===== config.mk =====
export PLATFORM = sky130hd
export DESIGN_NAME = huffman_enc
export DESIGN_NICKNAME = d
export VERILOG_FILES = /design/src/rtl/huffman_enc.sv
export SDC_FILE = /design/constraint.sdc
export NUM_CORES = 1
export LEC_CHECK = 0
export ABC_CLOCK_PERIOD_IN_PS = 8300
export BUFFER_PORTS_ARGS = -buffer_cell sky130_fd_sc_hd__buf_2
export CAP_MARGIN = 20
export CELL_PAD_IN_SITES_DETAIL_PLACEMENT = 2
export CELL_PAD_IN_SITES_GLOBAL_PLACEMENT = 2
export CORE_MARGIN = 2
export CORE_UTILIZATION = 32
export DETAILED_ROUTE_END_ITERATION = 8
export GPL_TIMING_DRIVEN = 0
export PLACE_DENSITY_LB_ADDON = 0.1
export RECOVER_POWER = 50
export SLEW_MARGIN = 10
export SYNTH_ARGS = -nofsm -noshare
export SYNTH_HDL_FRONTEND = slang
export SYNTH_SLANG_ARGS = --single-unit
export TNS_END_PERCENT = 100

===== constraint.sdc =====
create_clock -name clk -period 8.3 [get_ports clk]
set_clock_uncertainty 0.05 [all_clocks]
set_input_delay 0.415 -clock clk [delete_from_list [all_inputs] [get_ports clk]]
set_output_delay 0.415 -clock clk [all_outputs]
set_load 0.02 [all_outputs]

===== src/rtl/huffman_enc.sv =====
// huffman_enc: streaming prefix-code decoder. Unpacks W-bit words of MSB-first
// Huffman codes into W-bit symbols, at most one symbol per clock, using a
// runtime-loaded table of (code, width, symbol) entries.
// Optional feature macro: HUFF_ERR_EN adds err_out, a registered one-cycle
// pulse for every bit dropped as part of an invalid code.
module huffman_enc #(
    parameter int W     = 8,
    parameter int DEPTH = 16
) (
    input  logic         clk,
    input  logic         rst,
    output logic         d_req,
    input  logic [W-1:0] d_in,
    input  logic         en_in,
    input  logic         ready_in,
    input  logic [W-1:0] d_conf,
    input  logic [W-1:0] h_conf,
    input  logic [W-1:0] w_conf,
    input  logic         en_conf,
    input  logic         new_conf,
    output logic [W-1:0] d_out,
    output logic         en_out
`ifdef HUFF_ERR_EN
    ,
    output logic         err_out
`endif
);

    localparam int FW = $clog2(2*W + 1);   // fill counter width, 0..2W
    localparam int WW = $clog2(W + 1);     // stored code width, 1..W
    localparam int IW = $clog2(DEPTH);     // table index
    localparam int PW = $clog2(DEPTH + 1); // write pointer, 0..DEPTH

    localparam logic [FW-1:0] FILL_W   = FW'(W);
    localparam logic [FW-1:0] FILL_2W  = FW'(2*W);
    localparam logic [W-1:0]  W_MAX    = W'(W);
    localparam logic [PW-1:0] PTR_FULL = PW'(DEPTH);

    logic [W-1:0]   tbl_sym  [DEPTH];
    logic [W-1:0]   tbl_code [DEPTH];
    logic [WW-1:0]  tbl_w    [DEPTH];
    logic [DEPTH-1:0] tbl_vld;
    logic [PW-1:0]  wr_ptr;

    logic [2*W-1:0] bit_buf;
    logic [FW-1:0]  fill;

    logic           cfg_ok;
    logic [DEPTH-1:0] match;
    logic           hit;
    logic [IW-1:0]  hit_idx;
    logic           drop;
    logic           app;
    logic [FW-1:0]  cons;
    logic [FW-1:0]  fill_mid;
    logic [FW-1:0]  fill_nxt;
    logic [2*W-1:0] buf_nxt;

    // Accept a table write only when it has room and a legal width; a clear wins.
    assign cfg_ok = en_conf && !new_conf && (wr_ptr < PTR_FULL)
                    && (w_conf != '0) && (w_conf <= W_MAX);

    // Table bookkeeping: valid flags and write pointer.
    always_ff @(posedge clk) begin
        if (!rst) begin
            tbl_vld <= '0;
            wr_ptr  <= '0;
        end else if (new_conf) begin
            tbl_vld <= '0;
            wr_ptr  <= '0;
        end else if (cfg_ok) begin
            tbl_vld[wr_ptr[IW-1:0]] <= 1'b1;
            wr_ptr                  <= wr_ptr + PW'(1);
        end
    end

    // Table payload; contents are don't-care until the valid flag is set.
    always_ff @(posedge clk) begin
        if (cfg_ok) begin
            tbl_sym[wr_ptr[IW-1:0]]  <= d_conf;
            tbl_code[wr_ptr[IW-1:0]] <= h_conf;
            tbl_w[wr_ptr[IW-1:0]]    <= w_conf[WW-1:0];
        end
    end

    // Per-entry compare of the top w_k buffer bits against the masked code.
    always_comb begin
        match = '0;
        for (int k = 0; k < DEPTH; k++) begin
            match[k] = tbl_vld[k]
                && (fill >= FW'(tbl_w[k]))
                && ((((W'(bit_buf >> (FILL_2W - FW'(tbl_w[k])))) ^ tbl_code[k])
                     & ((W'(1) << tbl_w[k]) - W'(1))) == '0);
        end
    end

    // Lowest matching index wins.
    always_comb begin
        hit     = 1'b0;
        hit_idx = '0;
        for (int k = DEPTH - 1; k >= 0; k--) begin
            if (match[k]) begin
                hit     = 1'b1;
                hit_idx = IW'(k);
            end
        end
    end

    // Consume (match or invalid-bit drop) first, then append the new word behind
    // the remaining valid bits. Bits below fill are kept zero so OR-append works.
    always_comb begin
        drop     = !hit && (fill >= FILL_W);
        cons     = hit ? FW'(tbl_w[hit_idx]) : (drop ? FW'(1) : '0);
        fill_mid = fill - cons;
        app      = en_in && (fill <= FILL_W);
        buf_nxt  = (bit_buf << cons)
                   | (app ? ({d_in, {W{1'b0}}} >> fill_mid) : '0);
        fill_nxt = fill_mid + (app ? FILL_W : '0);
    end

    // Buffer, request and output registers; a table clear also flushes the buffer.
    always_ff @(posedge clk) begin
        if (!rst) begin
            bit_buf <= '0;
            fill    <= '0;
            d_req   <= 1'b0;
            en_out  <= 1'b0;
            d_out   <= '0;
`ifdef HUFF_ERR_EN
            err_out <= 1'b0;
`endif
        end else begin
            if (new_conf) begin
                bit_buf <= '0;
                fill    <= '0;
                d_req   <= ready_in;
            end else begin
                bit_buf <= buf_nxt;
                fill    <= fill_nxt;
                d_req   <= ready_in && (fill_nxt <= FILL_W);
            end
            en_out <= hit && !new_conf;
            if (hit && !new_conf) begin
                d_out <= tbl_sym[hit_idx];
            end
`ifdef HUFF_ERR_EN
            err_out <= drop && !new_conf;
`endif
        end
    end

endmodule


# After elaboration in Yosys (flattened, before gate mapping)
# Memory sizes are Yosys's and may differ from the RTL's. A register that Yosys moved wholly into a read port is not among the register bits.
# Index checks and enable logic that the tools add are counted.
# word_totals
out_inout_bits	10
ramBits	320
memories	3
ff_bits	44
word_cells	239
# op_classes
reduce_logical	62
shift	34
magnitude_cmp	23
add_sub_neg	35
bitwise	35
n_mux	41
# mem_list
name	words	width	rd	rd_ports_with_merged_regs	write_ports	line	text
tbl_code	16	8	16	0	1	40	logic [W-1:0] tbl_code [DEPTH];
tbl_sym	16	8	1	1	1	39	logic [W-1:0] tbl_sym [DEPTH];
tbl_w	16	4	17	0	1	41	logic [WW-1:0] tbl_w [DEPTH];
# ops
cell	n
$shr 16x5->8	16
$and 8x8->8	16
$logic_not 8->1	16
$shl 1x4->8 const A	16
$sub 8x1->8 const B	16
$xor 8x8->8	16
$ge 5x4->1	16
$sub 5x4->5 const A	16
$mux 4	18
$logic_and 1x1->1	41
$or 16x16->16	2
$mux 1	21
$mux 16	1
$shl 16x4->16	1
$shr 16x5->16	1
$le 5x4->1 const B	2
$le 8x4->1 const B	1
$reduce_bool 8->1	1
$add 5x1->5 const B	1
$add 5x4->5	1
$ge 5x4->1 const B	1
$lt 4x5->1 const B	1
$lt 5x5->1 const B	1
$sub 5x4->5	1
other kinds (5)	7

# Logic depth before layout (Yosys ltp)
# Gate-level depths: netlist of run 1.
# An unclocked memory read counts as a cell.
# logic_depth
word_depth	32
ltp_mapped	34
ltp_nobuf	31

# Worst setup path before layout of run 1
# Ideal clock, no wire load.
# synth_path
kind	register to register
startpoint	mem tbl_w[15][0] (netlist name)
endpoint	reg bit_buf[8]
path_slack_ns	0.833
arrival_time_ns	7.282
stages_incl_launch_ff	30
n_path_buf	6
period_less_slack_ns	7.467
setup_ns	0.135
path_cell_list	edfxtp_1 buf_4 buf_4 buf_4 inv_1 ha_1 ha_1 o211a_1 a211o_1 a221o_1 a21boi_0 nand4_1 or4_1 or4b_4 and4_4 a2111oi_4 buf_6 mux2i_1 a21oi_1 a22oi_2 o21ai_1 buf_2 fa_1 clkbuf_1 mux2_2 o21ai_0 mux2i_1 a32o_1 nand2_1 o221ai_1
# synth_lines
item	line	text
start: declaration	41	
end signal: assignment	138	bit_buf <= buf_nxt;
end: declaration	45	logic [2*W-1:0] bit_buf;

# Worst setup path in the final report of run 1
# layout_path
startpoint	reg bit_buf[4]
endpoint	reg bit_buf[5]
# layout_via
elab_chain_len	29
elab_cells_between_ends	122
# layout_rtl
item	line	text
branches (longest 28 deep; another with $shr 16x5->8)	n/a	
$or 16x16->16 (*)	117	| (app ? ({d_in, {W{1'b0}}} >> fill_mid) : '0);
# Mark *: on every way between the ends.
# A chain may end at the register's enable or synchronous reset.

==> metrics, run 1 <==
status finished, violations left; violations in the final reports max-capacitance violations, max-slew violations; critical path class register to register; critical path startpoint category register; final core area utilization a little under two fifths; placed cell count 4692; grt total ovfl 0; placeable core region 103000 sq um; Required @ worst endpoint between 8 and 9 ns; Filler Cell Count between 10000 and 15000; fraction of final layout cells sized beyond drive strength 1 about a fifth; arrival time of data at the critical path endpoint ~8.5 ns; Die W 326 microns; number of buffers added on ports 47; number of enable-type register cells in the synthesized netlist 320; post-synthesis cell type count approximately 110; CTS Buffer Depth 3; IR drop worst, VDD 0.158 mV; hold-critical path depth 5; worst hold margin 0.192 ns; Setup violations, final 0; post-synthesis net count 3459; Yosys warning count 0; via density per instance 6.14; gr usage total 28.2%; post-synthesis register bit count around 370; Max H-tree Level 2; CP endpoint kind register; number of antenna violations at the first check in global routing 11; layer with the highest usage met2; DR WL/cell between 30 and 40 microns; Clk Latency, worst-skew pair ~0.65 ns; CTS tree built; maximum clock frequency between 100 and 150 MHz; DP Wirelength 113000 microns; maximum fanout along the worst path 10; final critical delay including setup and external delays roughly 8 ns; sequential area share after synthesis ~32%; final routed DRC violation total 0; number of primary I/O pins 48; number of DRC markers in iteration 0 about 2400; FP Rows roughly 120; clock tree sinks 372; Max-Cap Viols 12; post-synthesis to final-layout area growth 15.0%; Pwr Total between 7000 and 8000 uW; final hold violations 0; number of detailed-routing iterations run before antenna repair 5; clock slew at the register clock pins of the worst setup and hold paths 0.06 ns; Vert. Die Dim about 330 microns; number of antenna-violating nets in the routed design 0; fraction of met3 tracks used by global routing about 2.8%; vias post-DR between 20000 and 30000; power density over the cells slightly below 200 nW/um^2; full die area between 100000 and 150000 sq um; minimum setup slack after placement -2.10 ns; met2 Track Usage GR 46.8%; Hold Crit Class input port to register; post-detailed-routing wire length 154000 microns; number of global-route vias before repair 31310; Syn Inst Count 3235; worst slew pin tran 2.67 ns; dominant register cell in the synthesized netlist edfxtp_1; Post-Synthesis Mean Instance Area 10.3 sq um; global-route wire length before repair between 200000 and 250000 microns; count of non-filler cells in the finished layout 4818; Nets between 3000 and 4000; cell type with the highest aggregate area in the netlist edfxtp_1; setup slack after layout approximately 0.19 ns; Post-Syn Area ~33000 sq um; post-route fraction of the period consumed by the critical path 97.7%; area share of the leading cell type in the synthesized netlist approximately 29%; leading cell types by total area after synthesis edfxtp_1 (29%), mux4_2 (13%), ha_1 (7.0%), mux2i_1 (6.7%), dfxtp_1 (3.1%); total count of max-transition violations in the final report 211; relative max-transition margin -77.9%; cell at the root of the clock tree clkbuf_16; global-route met1 utilization 38.6%; CTS buffer count 47; routability congestion estimate between 0.9 and 1; maximum number of pins on one net before global-route repair 23; initial core utilization about a third; leakage around 0.014 uW; share of synthesized flip-flops with an asynchronous set or reset 0%; number of cells on the worst reg-to-reg path 27
==> layout make-up <==
cell class              count  area (sq um)  share of cell area, %
multi-input cells        2473         21400                   55.9
flip-flops and latches    372         10700                   27.9
clock buffers              54          1220                   3.20
well taps                1380          1730                   4.51
inverters                 128           499                   1.30
plain buffers             249          1350                   3.52
repair buffers            125          1070                   2.81
clock inverters            34           317                  0.827
diodes                      3          7.51                 0.0196
==> cells in the final DEF, fill, tap and decap left out, drive strengths merged, types with 42 or more instances in the layout <==
master and n:
xnor2 70, nor2 231, nand3 64, nor3 61
nand2b 49, buf 197, o211ai 42, o21ai 156
mux2i 223, inv 123, ha 185, xor2 62
mux4 191, dfxtp 52, clkbuf 230, edfxtp 320
a21oi 122, mux2 65, nand2 231
==> layer usage <==
metal | part of all wire, % | up-vias
met5 | 0.010 | -
met1 | 44 | 15601
met2 | 47 | 907
li1 | - | 12849
met4 | 3.4 | 2
met3 | 5.1 | 225
==> state kept, by name, indices dropped and copies added, names as in the netlist <==
| name | count |
|---|---|
| bit_buf | 16 |
| d_out | 8 |
| d_req | 1 |
| en_out | 1 |
| fill | 5 |
| tbl_code | 128 |
| tbl_sym | 128 |
| tbl_vld | 16 |
| tbl_w | 64 |
| wr_ptr | 5 |
==> per-stage QoR <==
stage                     area (sq um)  TNS, ns
after floorplan                  33300        0
after global placement           35200   -73.74
after detailed placement         35900   -35.26
after CTS                        38000        0
after global routing             38200  -0.0354
final                            38300        0
==> final timing paths <==
kind                                 start                       end  slack [ns]
setup reg to reg     bit_buf[4]$_SDFF_PP0_     bit_buf[5]$_SDFF_PP0_        0.19
hold reg to reg   tbl_vld[13]$_SDFFE_PP0P_  tbl_vld[13]$_SDFFE_PP0P_        0.42
hold / removal                     d_in[0]     bit_buf[1]$_SDFF_PP0_        0.19
setup / recovery     bit_buf[4]$_SDFF_PP0_     bit_buf[5]$_SDFF_PP0_        0.19
==> report_power, final <==
group	internal [uW]	switching (uW)
sequential	2070	147
clock	1140	948
combinational	1230	2010
==> synth_stat cells (27+ instances only) <==
master / number
a211oi_1: 28
a21boi_0: 28
a21o_1: 39
a21oi_1: 121
a22oi_1: 31
buf_2: 69
clkbuf_1: 148
dfxtp_1: 52
edfxtp_1: 320
ha_1: 185
inv_1: 123
mux2_2: 59
mux2i_1: 222
mux4_2: 191
nand2_1: 227
nand2b_1: 49
nand3_1: 63
nor2_1: 229
nor2b_1: 37
nor3_1: 61
nor3b_1: 29
nor4_1: 27
o211ai_1: 42
o21ai_0: 143
o22ai_1: 39
o31ai_1: 33
xnor2_1: 69
xor2_1: 62
==> what timing repair did <==
item	in CTS	in global routing
hold buffers	1	0
gates resized for setup	110	83
pin swaps	15	9
endpoints found under the hold margin	1	0
setup endpoints to repair	23	19
gates cloned	0	0
setup buffers	28	19
==> worst max-delay path, stage by stage, from the launching register on <==
cell       delay [ns]
dfxtp_1          0.49
buf_2            0.30
buf_2            0.30
clkbuf_1         0.58
buf_2            0.40
inv_1            0.27
o211a_1          0.21
nor4_1           0.19
a31oi_1          0.16
o21bai_1         0.21
a2bb2o_1         0.32
or4b_4           0.56
and4_4           0.20
a2111oi_4        0.33
buf_4            0.19
buf_8            0.17
mux2i_4          0.26
mux2i_1          0.14
a22oi_1          0.24
o21ai_2          0.12
buf_4            0.21
fa_2             0.63
mux2_2           0.37
nand2_1          0.07
o21ai_0          0.19
and3_1           0.26
o21ai_0          0.26
o221ai_1         0.22
==> cell families after synthesis <==
group | synth area share, %
xor+xnor | 3.50
fa+ha+maj | 7.02
buf+inv | 5.08
simple gates | 13.5
mux | 21.9
compound gates | 17.0
flops | 32.0
Power figures use the tool's default switching activity.
==> run 2, diff against run 1 <==
--- a/config.mk
+++ b/config.mk
@@ -10,6 +10,7 @@
 export CAP_MARGIN = 20
 export CELL_PAD_IN_SITES_DETAIL_PLACEMENT = 2
 export CELL_PAD_IN_SITES_GLOBAL_PLACEMENT = 2
+export CORE_ASPECT_RATIO = 0.5
 export CORE_MARGIN = 2
 export CORE_UTILIZATION = 32
 export DETAILED_ROUTE_END_ITERATION = 8
==> metrics, run 2 (synthesized netlist as in run 1, its figures left out) <==
arrival time of data at the critical path endpoint 8.58 ns (was 8.54 ns); post-detailed-routing wire length 154000 microns (about the same); grt total ovfl 0 (unchanged); number of antenna violations at the first check in global routing 20 (was 11); Max H-tree Level 2 (unchanged); number of buffers added on ports 47 (unchanged); number of antenna-violating nets in the routed design 0 (unchanged); DR WL/cell 32.2 microns (was 31.9 microns); maximum fanout along the worst path 10 (unchanged); maximum number of pins on one net before global-route repair 22 (was 23); IR drop worst, VDD 0.140 mV (was 0.158 mV); leakage 0.0139 uW (about the same); Filler Cell Count 10976 (was 11069); Setup violations, final 0 (unchanged); relative max-transition margin -77.6% (was -77.9%); violations in the final reports max-capacitance violations, max-slew violations (unchanged); post-synthesis to final-layout area growth 15.0% (about the same); cell area reported after detailed placement 35800 sq um (was 35900 sq um); DP Wirelength 114000 microns (was 113000 microns); via density per instance 6.18 (was 6.14); total negative slack 0 ns (unchanged); Required @ worst endpoint 8.74 ns (was 8.73 ns); routability congestion estimate 0.933 (was 0.927); Nets 3618 (was 3620); number of DRC markers in iteration 0 2861 (was 2377); total count of max-transition violations in the final report 214 (was 211); highest-count cells in the layout ignoring fill and taps edfxtp_1 (320), nand2_1 (226), nor2_1 (221), mux2i_1 (218), mux4_2 (191) (was edfxtp_1 (320), nand2_1 (225), nor2_1 (218), mux2i_1 (216), mux4_2 (191)); final critical delay including setup and external delays 8.14 ns (was 8.11 ns); clock tree sinks 372 (unchanged); FP Rows 83 (was 118); placeable core region 103000 sq um (about the same); number of primary I/O pins 48 (unchanged); maximum clock frequency 123 MHz (about the same); RR Endpoint bit_buf[12]$_SDFF_PP0_ (was bit_buf[5]$_SDFF_PP0_); number of cells on the worst reg-to-reg path 31 (was 27); vias post-DR 29625 (was 29584); number of global-route vias before repair 30460 (was 31310); critical path startpoint category register (unchanged); CTS tree built (unchanged); Die W 460 microns (was 326 microns); worst slew pin tran 2.66 ns (was 2.67 ns); gr usage total 28.5% (was 28.2%); CP endpoint kind register (unchanged); CTS buffer count 42 (was 47); final routed DRC violation total 0 (unchanged); global-route wire length before repair 222000 microns (was 224000 microns); initial core utilization 32.4% (was 32.2%); critical path class register to register (unchanged); Hold Crit Class input port to register (unchanged); status finished, violations left (unchanged); clock slew at the register clock pins of the worst setup and hold paths 0.05 ns (was 0.06 ns); power density over the cells 198 nW/um^2 (was 197 nW/um^2); cell type of the slowest stage on the worst timing path or4b_4 (was fa_2); Critical Path Most Common Cell buf_2 (unchanged); final hold violations 0 (unchanged); Max-Cap Viols 12 (unchanged); fraction of final layout cells sized beyond drive strength 1 21.1% (was 20.6%); Vert. Die Dim 232 microns (was 326 microns); CTS Buffer Depth 3 (unchanged); launching point of the worst reg2reg path bit_buf[4]$_SDFF_PP0_ (unchanged); Endpoint, Worst Hold bit_buf[1]$_SDFF_PP0_ (unchanged); count of non-filler cells in the finished layout 4796 (was 4818); leading cell type in the layout, fill and taps excluded edfxtp_1 (unchanged); critical hold path startpoint d_in[0] (unchanged); number of detailed-routing iterations run before antenna repair 5 (unchanged); Clk Latency, worst-skew pair 0.63 ns (was 0.65 ns); post-route fraction of the period consumed by the critical path 98.1% (was 97.7%); slowest stage delay, CP 0.59 ns (was 0.63 ns); cell at the root of the clock tree clkbuf_16 (unchanged); Design Area, Final 38300 sq um (about the same); footprint of the flip-flops and latches 10700 sq um (about the same); multi-input gate area in the final layout 21400 sq um (about the same); hold-critical path depth 5 (unchanged); Register-to-Register Setup Slack 0.16 ns (was 0.19 ns); placed cell count 4670 (was 4692); full die area 107000 sq um (about the same)
run 2: changes by cell type in the layout (fill, tap and decap cells not counted), moves of 6 or more:
| cell | change |
|---|---|
| buf_12 | +11 |
| buf_16 | -7 |
| clkbuf_1 | -8 |
| clkbuf_4 | +6 |
| clkinv_1 | -8 |
| diode_2 | +7 |
| ha_1 | -6 |
| ha_2 | +7 |
run 2: final cells by class:
class / instances / share of cell area [%]
Tap cell: 1360 / 4.45
Sequential cell: 372 / 27.8
Multi-Input combinational cell: 2473 / 56.0
Clock inverter: 22 / 0.850
Clock buffer: 54 / 3.02
Buffer: 249 / 3.61
Timing Repair Buffer: 128 / 2.82
Inverter: 128 / 1.29
Antenna cell: 10 / 0.0654
run 2: worst max-delay path, delay by kind of cell (launching register included):
kind	cells	cell delay, ns
xor gates and xnor gates	1	0.15
muxes	2	0.40
adders and majority gates	1	0.33
buffers and inverters	9	2.36
and+or+nand+nor	6	1.55
DFF	1	0.52
AOI/OAI and AO/OA	12	2.61
run 2: metrics by stage:
step | setup WS, ns | util [%] | total power, uW | hold WS, ns
finish | 0.160 | 37.2 | 7580 | 0.190
global placement | -3.31 | 34.2 | 5210 | 0.398
floorplan | 0.833 | - | 4070 | 0.384
global route | -0.0783 | 37.2 | 7860 | 0.214
CTS | -0.000973 | 36.8 | 7470 | 0.113
detailed placement | -2.18 | 34.8 | 5290 | 0.418
run 2: timing repair:
| action | 4_1_cts | 5_1_grt |
|---|---|---|
| pin swaps | 15 | 9 |
| endpoints found under the setup margin | 30 | 19 |
| setup buffers | 26 | 26 |
| endpoints found under the hold margin | 1 | 0 |
| hold buffers | 1 | 0 |
| resized for setup | 127 | 94 |
run 2: metal layers:
metal	GRT usage, %	part of all wire, %
met1	42.0	47
met2	44.7	45
met3	3.56	6.9
met4	5.56	1.8
met5	0	0.017
run 2: power breakdown:
group	internal (uW)	leakage, uW	switching, uW	total (uW)
Sequential	2060	0.00330	116	2180
Clock	1190	0.000717	899	2090
Combinational	1250	0.00987	2070	3310
run 2: how the worst max path moves through the flow:
stage | end | cells past startpoint | start | slack (ns)
6_report | bit_buf[12]$_SDFF_PP0_ | 31 | bit_buf[4]$_SDFF_PP0_ | 0.16
4_1_cts | bit_buf[8]$_SDFF_PP0_ | 31 | tbl_w[0][0]$_DFFE_PP_ | -0.001
2_1_floorplan | bit_buf[8]$_SDFF_PP0_ | 29 | tbl_w[15][0]$_DFFE_PP_ | 0.83
3_3_place_gp | bit_buf[15]$_SDFF_PP0_ | 33 | tbl_w[4][0]$_DFFE_PP_ | -3.31
3_5_place_dp | bit_buf[15]$_SDFF_PP0_ | 32 | tbl_w[15][0]$_DFFE_PP_ | -2.18
5_1_grt | bit_buf[15]$_SDFF_PP0_ | 31 | tbl_w[13][2]$_DFFE_PP_ | -0.08
==> run 3, diff against run 2 <==
--- a/config.mk
+++ b/config.mk
@@ -8,7 +8,7 @@
 export ABC_CLOCK_PERIOD_IN_PS = 8300
 export BUFFER_PORTS_ARGS = -buffer_cell sky130_fd_sc_hd__buf_2
 export CAP_MARGIN = 20
-export CELL_PAD_IN_SITES_DETAIL_PLACEMENT = 2
+export CELL_PAD_IN_SITES_DETAIL_PLACEMENT = 0
 export CELL_PAD_IN_SITES_GLOBAL_PLACEMENT = 2
 export CORE_ASPECT_RATIO = 0.5
 export CORE_MARGIN = 2
@@ -17,6 +17,7 @@
 export GPL_TIMING_DRIVEN = 0
 export PLACE_DENSITY_LB_ADDON = 0.1
 export RECOVER_POWER = 50
+export SKIP_CTS_REPAIR_TIMING = 1
 export SLEW_MARGIN = 10
 export SYNTH_ARGS = -nofsm -noshare
 export SYNTH_HDL_FRONTEND = slang
==> metrics, run 3 (synthesized netlist as in run 1, its figures left out) <==
worst hold margin 0.195 ns (was 0.190 ns); final critical delay including setup and external delays 8.12 ns (was 8.14 ns); fraction of final layout cells sized beyond drive strength 1 20.7% (was 21.1%); Critical Path Most Common Cell a211oi_1 (was buf_2); clock tree sinks 372 (unchanged); cell type of the slowest stage on the worst timing path clkbuf_1 (was or4b_4); CP endpoint kind register (unchanged); DR WL/cell 29.7 microns (was 32.2 microns); Max H-tree Level 2 (unchanged); gr usage total 26.2% (was 28.5%); total count of max-transition violations in the final report 210 (was 214); status finished, violations left (unchanged); minimum setup slack after placement -1.97 ns (was -2.18 ns); final core area utilization 37.1% (was 37.2%); CTS tree built (unchanged); grt total ovfl 0 (unchanged); Vert. Die Dim 232 microns (unchanged); Setup violations, final 0 (unchanged); IR drop worst, VDD 0.136 mV (was 0.140 mV); DP Wirelength 105000 microns (was 114000 microns); violations in the final reports max-capacitance violations, max-slew violations (unchanged); initial core utilization 32.4% (unchanged); setup repair after global routing missed its margin true; FP Rows 83 (unchanged); vias post-DR 28960 (was 29625); CTS buffer count 43 (was 42); CTS Buffer Depth 3 (unchanged); placeable core region 103000 sq um (unchanged); Clk Latency, worst-skew pair 0.61 ns (was 0.63 ns); post-route fraction of the period consumed by the critical path 97.8% (was 98.1%); global-route wire length before repair 203000 microns (was 222000 microns); arrival time of data at the critical path endpoint 8.50 ns (was 8.58 ns); Die W 460 microns (unchanged); clock slew at the register clock pins of the worst setup and hold paths 0.06 ns (was 0.05 ns); leading cell type in the layout, fill and taps excluded edfxtp_1 (unchanged); buffer and inverter count on the worst path 6 (was 9); number of buffers added on ports 47 (unchanged); critical path startpoint category register (unchanged); number of antenna-violating nets in the routed design 0 (unchanged); Nets 3636 (was 3618); number of antenna violations at the first check in global routing 22 (was 20); highest-count cells in the layout ignoring fill and taps edfxtp_1 (320), nand2_1 (227), nor2_1 (220), mux2i_1 (216), mux4_2 (191) (was edfxtp_1 (320), nand2_1 (226), nor2_1 (221), mux2i_1 (218), mux4_2 (191)); maximum clock frequency 123 MHz (about the same); maximum fanout along the worst path 10 (unchanged); total negative slack 0 ns (unchanged); leakage 0.0139 uW (about the same); cell at the root of the clock tree clkbuf_16 (unchanged); number of detailed-routing iterations run before antenna repair 6 (was 5); worst slew pin tran 2.57 ns (was 2.66 ns); maximum number of pins on one net before global-route repair 22 (unchanged); full die area 107000 sq um (unchanged); number of primary I/O pins 48 (unchanged); number of DRC markers in iteration 0 3130 (was 2861); relative max-transition margin -71.5% (was -77.6%); family with the most delay on the worst path compound AO/OA/AOI/OAI gates (unchanged); Required @ worst endpoint 8.69 ns (was 8.74 ns); Filler Cell Count 10343 (was 10976); final routed DRC violation total 0 (unchanged); via density per instance 6.02 (was 6.18); setup slack after layout 0.183 ns (was 0.160 ns); Pwr Total 7320 uW (was 7580 uW); slowest stage delay, CP 0.67 ns (was 0.59 ns); power density over the cells 192 nW/um^2 (was 198 nW/um^2); Max-Cap Viols 12 (unchanged); Hold Crit Class input port to register (unchanged); final hold violations 0 (unchanged); number of global-route vias before repair 27745 (was 30460); post-detailed-routing wire length 143000 microns (was 154000 microns); critical path class register to register (unchanged); post-synthesis to final-layout area growth 14.7% (was 15.0%); routability congestion estimate 0.933 (unchanged)
==> run 3: final timing paths <==
| kind | from | end | slack (ns) | cells past startpoint |
|---|---|---|---|---|
| worst max register to register | bit_buf[2]$_SDFF_PP0_ | bit_buf[8]$_SDFF_PP0_ | 0.18 | 27 |
| worst min-delay path | d_in[0] | bit_buf[1]$_SDFF_PP0_ | 0.20 | 5 |
| worst min register to register | tbl_vld[5]$_SDFFE_PP0P_ | tbl_vld[5]$_SDFFE_PP0P_ | 0.42 | 2 |
| worst max-delay path | bit_buf[2]$_SDFF_PP0_ | bit_buf[8]$_SDFF_PP0_ | 0.18 | 27 |
==> run 3: per-layer routing <==
layer | up-vias | track usage, % | part of all wire (%)
li1 | 12916 | - | -
met1 | 14788 | 39.4 | 48
met2 | 1070 | 38.9 | 42
met3 | 182 | 4.14 | 7.0
met4 | 4 | 6.27 | 2.4
met5 | - | 0 | 0.015
==> run 3: final cells by class <==
type	instances	area [sq um]	area share (%)
Clock buffer	56	1180	3.08
Tap cell	1360	1700	4.46
Sequential cell	372	10700	27.9
Buffer	251	1370	3.60
Antenna cell	4	10.0	0.0262
Clock inverter	21	186	0.489
Timing Repair Buffer	143	1200	3.14
Inverter	128	495	1.30
Multi-Input combinational cell	2473	21400	56.0
==> run 3: power breakdown <==
group | switching [uW] | internal (uW) | leakage, uW
combinational | 1990 | 1230 | 0.00991
sequential | 113 | 2060 | 0.00330
clock | 861 | 1070 | 0.000664
==> run 3: per-stage QoR <==
| step | cell area [sq um] | instances |
|---|---|---|
| finish | 38100 | 4808 |
| global route | 38100 | 4804 |
| CTS | 37200 | 4747 |
| detailed placement | 35800 | 4670 |
| global placement | 35200 | 4642 |
| floorplan | 33300 | 3235 |
==> run 3: tightest hold or removal path: stages <==
cell	delay [ns]
buf_2	0.12
nand3_1	0.07
mux2i_1	0.06
nand2_1	0.06
a21oi_1	0.06
